## src/rtl/audio_decimator.sv

```systemverilog
// Block-average decimator: sums R = 2**LOG2_R input samples, emits the floored mean
// as a fixed-point word, and counts blocks dropped while the output is stalled.
module audio_decimator #(
    parameter int W_IN   = 16,
    parameter int LOG2_R = 6,
    parameter int FRAC   = 8,
    parameter int W_OUT  = 32
) (
    input  logic                   clk,
    input  logic                   reset,
    input  logic signed [W_IN-1:0] x_data,
    input  logic                   x_valid,
    output logic                   x_ready,
    output logic [W_OUT-1:0]       y_data,
    output logic                   y_valid,
    input  logic                   y_ready,
    output logic [15:0]            overrun_count
);
    localparam int W_ACC = W_IN + LOG2_R;
    localparam int W_HI  = W_OUT - FRAC;

    generate
        if (W_OUT < W_IN + FRAC) begin : g_bad_width
            $error("audio_decimator: W_OUT must be >= W_IN + FRAC");
        end
    endgenerate

    logic signed [W_ACC-1:0] acc;
    logic signed [W_ACC-1:0] x_ext;
    logic signed [W_ACC-1:0] next_acc;
    logic [LOG2_R-1:0]       phase;
    logic signed [W_IN-1:0]  avg;
    logic signed [W_HI-1:0]  avg_ext;
    logic [W_OUT-1:0]        word;
    logic                    blk_done;
    logic                    out_free;

    assign x_ready  = 1'b1;
    assign x_ext    = W_ACC'(x_data);
    // Phase 0 starts a new block, so the previous sum is simply overwritten.
    assign next_acc = (phase == '0) ? x_ext : acc + x_ext;
    assign avg      = W_IN'(next_acc >>> LOG2_R);
    assign avg_ext  = W_HI'(avg);
    assign word     = {avg_ext, {FRAC{1'b0}}};
    assign blk_done = x_valid && (phase == '1);
    assign out_free = !y_valid || y_ready;

    always_ff @(posedge clk) begin
        if (reset) begin
            acc           <= '0;
            phase         <= '0;
            y_data        <= '0;
            y_valid       <= 1'b0;
            overrun_count <= '0;
        end else begin
            if (x_valid) begin
                acc   <= next_acc;
                phase <= phase + 1'b1;
            end

            if (blk_done && out_free) begin
                y_data  <= word;
                y_valid <= 1'b1;
            end else if (y_valid && y_ready) begin
                y_valid <= 1'b0;
            end

            // Input never stalls; a block finishing against a full register is lost.
            if (blk_done && !out_free && overrun_count != 16'hFFFF)
                overrun_count <= overrun_count + 16'd1;
        end
    end
endmodule

```

## config.mk

```make
export PLATFORM = sky130hd
export DESIGN_NAME = audio_decimator
export DESIGN_NICKNAME = d
export VERILOG_FILES = /design/src/rtl/audio_decimator.sv
export SDC_FILE = /design/constraint.sdc
export NUM_CORES = 1
export LEC_CHECK = 0
export ABC_CLOCK_PERIOD_IN_PS = 2990
export BUFFER_PORTS_ARGS = -buffer_cell sky130_fd_sc_hd__buf_2
export CAP_MARGIN = 20
export CORE_MARGIN = 5
export CORE_UTILIZATION = 35
export DETAILED_ROUTE_END_ITERATION = 10
export GPL_TIMING_DRIVEN = 0
export PLACE_DENSITY = 0.52
export SLEW_MARGIN = 20
export SYNTH_ARGS = -nofsm -noshare
export SYNTH_HDL_FRONTEND = slang
export SYNTH_SLANG_ARGS = --single-unit
```

## constraint.sdc

```tcl
create_clock -name clk -period 2.99 [get_ports clk]
set_input_delay 0.1495 -clock clk [delete_from_list [all_inputs] [get_ports clk]]
set_output_delay 0.1495 -clock clk [all_outputs]
set_load 0.05 [all_outputs]
```

# Yosys cells after proc, flatten, opt, wreduce, memory -nomap -nowiden
# Index checks and enable logic that the tools add are counted.
# op_classes
n_addsub	3
mux	3
n_reduce_logical	10
eq_ne	2
# op_table
op	count
$add 22x16->22	1
$mux 22	1
$add 16x1->16 const B	1
$ne 16x16->1 const B	1
$add 6x1->6 const B	1
$eq 6x6->1 const B	1
$logic_not 6->1	1
$logic_and 1x1->1	5
$logic_not 1->1	2
$mux 1	2
$reduce_bool 2->1	1
$logic_or 1x1->1	1
# totals
elab_cells	23
regBits	61

# Longest topological paths before layout
# depth
ltp_word	5
mapped_depth	9
mapped_depth_nobuf	9

# Worst setup path after synthesis
# No wires, ideal clock.
# synth_path
path_type	register to register
startpoint	register acc[0]
endpoint	register acc[18]
path_slack_ps	680
arrival_time_ps	2178
synth_period_minus_slack_ps	2310
setup_time_ps	132
path_stages_with_launch	10
path_cell_list	dfxtp_1 ha_1 fa_1 a211oi_1 o21ai_1 a41o_1 a41oi_2 xnor2_1 a211oi_1 nor3_1
# synth_between
elab_chain_len	2
# synth_rtl
item	line_no	source
from (decl)	28	logic signed [W_ACC-1:0] acc;
from (signal assigned)	57	acc <= next_acc;
$add 22x16->22	41	assign next_acc = (phase == '0) ? x_ext : acc + x_ext;
$mux 22	41	
# No other way between the ends.
# A chain may end at the register's enable or synchronous reset.

# Worst setup path after layout
# Same ends and word-level chain as after synthesis.

==> key figures <==
CTS
  • Clock-pin transition on the worst setup and hold timing paths: 60 ps
  • CTS tree: built
  • Root Buffer: clkbuf_16
  • H-tree level count: 3
  • TritonCTS Sinks: 61
  • Max Buffers Root-to-Sink: 2
  • Hold-fix buffers, CTS: 0
  • Later-pin clock latency in the skew report: 320 ps
  • Setup bufs post-CTS: 0
  • CTS buffer count: 9
  • # resized after CTS: 0

Layout
  • Layout cells sized above 1: 18.7%
  • Filler cells: 1,184
  • Final non-filler cell area: 4800 sq um
  • Nets@finish: 628
  • Syn-to-layout area delta: 19.8%
  • Diode count: 0
  • Layout Cells excl Fill: 731

Synth
  • Main combinational cell family by area after synthesis: simple AND/OR/NAND/NOR gates
  • Asr flop ratio synth: 0%
  • Cell Area, Synth: 4000 sq um
  • Gate count of the mapped netlist: 506
  • Synth Flop Type: dfxtp_1
  • Avg Cell Area, Syn: 7.91 sq um
  • Synth cell types: 64
  • Post-synthesis adder-cell area fraction: 8.00%
  • Synth warnings: 0
  • #FFs+latches synth: 61
  • Sequential fraction of the synthesis area: 30.5%
  • Post-Synth XOR/XNOR Area: 6.56%
  • Post-synthesis mux area share: 3.31%
  • Number of synthesized flops with an enable pin: 0
  • Compound-Gate Fraction of Synth Area: 20.6%
  • Post-Synth Simple-Gate Area: 24.0%

Worst setup path
  • Crit Path Class: reg2reg
  • Critical path arrival: 2870 ps
  • Crit-path cells: ha_1 -> fa_1 -> a211oi_1 -> o21ai_1 -> a41o_1 -> a41oi_2 -> xnor2_1 -> a211oi_1 -> nor3_1
  • CP Capture Type: flop
  • Worst EP required: 3180 ps
  • CP delay by family, top: compound AO/OA/AOI/OAI gates
  • WP buf/inv: 0
  • Startpoint Class: flop
  • Critical Path Most Common Cell: a211oi_1
  • Crit-path slowest cell: fa_1
  • Largest stage delay on the critical path: 440 ps
  • Worst Path Max Fanout: 3

Placement
  • Post-place setup slack: 318 ps
  • Routability cong.: 0.937
  • Port bufs: 59
  • Post-Place Cells: 715
  • Placed Area: 4500 sq um
  • Hpwl dp: 9010 um

Timing
  • Worst Tran Pin Value: 724 ps
  • Slew Limit Fails: 0
  • Final Hold Viols: 0
  • Final Worst Setup Slack: 307 ps
  • Fmax: 373 MHz
  • Final min period: 2680 ps
  • RSZ-0062 raised after global routing: false
  • Worst Skew: 4.75 ps
  • Setup TNS Final: 0 ps
  • Final count of negative-setup-slack endpoints: 0
  • Final period util: 89.7%
  • Worst rel slew slack: 51.5%

Drt
  • Drt total wl: 11,800 um
  • Via count: 3,907
  • Drt drc: 0
  • Via density per instance: 5.34
  • Antenna Nets Post-Route: 0
  • Drt pass-1 iters: 4
  • Initial drt markers: 185
  • Drt wl/cell: 16.2 um

Floorplan
  • Starting density of the core: 35.4%
  • Die Height: 117 um
  • Rows: 39
  • Ports: 70
  • Core area: 11,300 sq um
  • Die area: 13,700 sq um
  • Die width: 117 um

Flow run
  • Max_cap viols: 0

Global route
  • Gr usage total: 17.8%
  • Global route overflow: 0
  • Number of global-route vias before repair: 3,715
  • Initial antenna violation count: 0
  • First-pass GRT wire length: 19,000 um
  • Largest net degree at the start of global routing: 12

Power and ir drop
  • Leakage power: 0.00207 uW
  • VDD IR max: 0.000303 V
  • PwrDens: 534 nW/um^2

Hold path
  • Hold Crit Class: in2reg

Status
  • Status: finished, final reports clean
-- report_power, final --
group	leakage, uW	switching [uW]	internal, uW
Sequential	0.000497	23.0	849
Clock	0.000138	384	643
Combinational	0.00143	423	238
-- sequential cells by signal, indices dropped and copies added, names as in the netlist --
name	count
overrun_count	16
y_valid	1
y_data	16
phase	6
acc	22
-- cells in the final DEF (no fill, tap or decap), drive strengths merged, types with 3 or more instances in the layout --
cell type / n
a211oi: 20
a21o: 8
a21oi: 41
a311oi: 7
a31oi: 7
and3: 5
and4: 3
buf: 85
clkbuf: 27
clkinv: 3
conb: 9
dfxtp: 61
ha: 24
inv: 10
mux2i: 11
nand2: 46
nand3: 26
nand3b: 3
nand4: 11
nor2: 65
nor2b: 4
nor3: 15
nor4: 3
o21ai: 18
or3: 5
xnor2: 13
xor2: 17
-- cell families (layout without fill, tap and decap cells) --
logic type	Yosys count	in the layout
XOR/XNOR	30	30
other	2	9
flip-flops	61	61
AND/OR/NAND/NOR	198	198
buffers and inverters	53	128
adder cells (fa/ha/maj)	25	25
multiplexers	13	13
AO/OA/AOI/OAI	124	124
-- stage by stage --
step	util, %	total power [uW]	hold slack, ps
2_1_floorplan	-	1370	308
3_3_place_gp	39.8	1530	439
4_1_cts	42.4	2580	111
3_5_place_dp	39.8	1540	448
5_1_grt	42.4	2700	122
6_report	42.4	2560	116
-- tightest hold or removal path: stages --
cell and delay, ps:
buf_2 110, nand2_1 50, a311oi_1 80
-- layer usage --
layer / wire length (um) / vias up / GRT usage [%]
met5: 0 / - / 0
met4: 212 / 0 / 5.43
met3: 567 / 18 / 2.78
met2: 5680 / 110 / 29.3
met1: 5370 / 1809 / 24.0
li1: - / 1970 / -
-- worst paths after layout --
kind | startpoint | endpoint | slack, ps | depth (start not counted)
max | acc[0] | acc[18] | 310 | 9
min | x_data[0] | acc[0] | 120 | 3
min reg2reg | y_data[14] | y_data[14] | 460 | 2
max reg2reg | acc[0] | acc[18] | 310 | 9
-- layout make-up --
cell class                      count  area (sq um)  share of cell area, %
Multi-Input combinational cell    399          2540                   52.9
Sequential cell                    61          1220                   25.5
Timing Repair Buffer               59           295                   6.16
Buffer                             43           234                   4.88
Clock buffer                       10           229                   4.77
Tap cell                          143           179                   3.73
Clock inverter                      6          63.8                   1.33
Inverter                           10          37.5                  0.782
-- Yosys cell counts (7+ instances only) --
cell type / n / share of area [%]
xnor2_1: 13 / 2.8
mux2i_1: 11 / 2.8
inv_1: 10 / 0.94
nand4_1: 10 / 1.6
dfxtp_1: 61 / 30
xor2_1: 17 / 3.7
nor3_1: 14 / 1.8
nand3_1: 25 / 3.1
nor2_1: 64 / 6.0
nand2_1: 45 / 4.2
o21ai_0: 14 / 1.8
a311oi_1: 7 / 1.5
clkbuf_1: 17 / 1.6
ha_1: 24 / 7.5
buf_4: 17 / 3.2
a21oi_1: 40 / 5.0
a21o_1: 8 / 1.5
a211oi_1: 20 / 3.7
buf_2: 7 / 0.87
a31oi_1: 7 / 1.1
(Power assumes the default switching activity.)
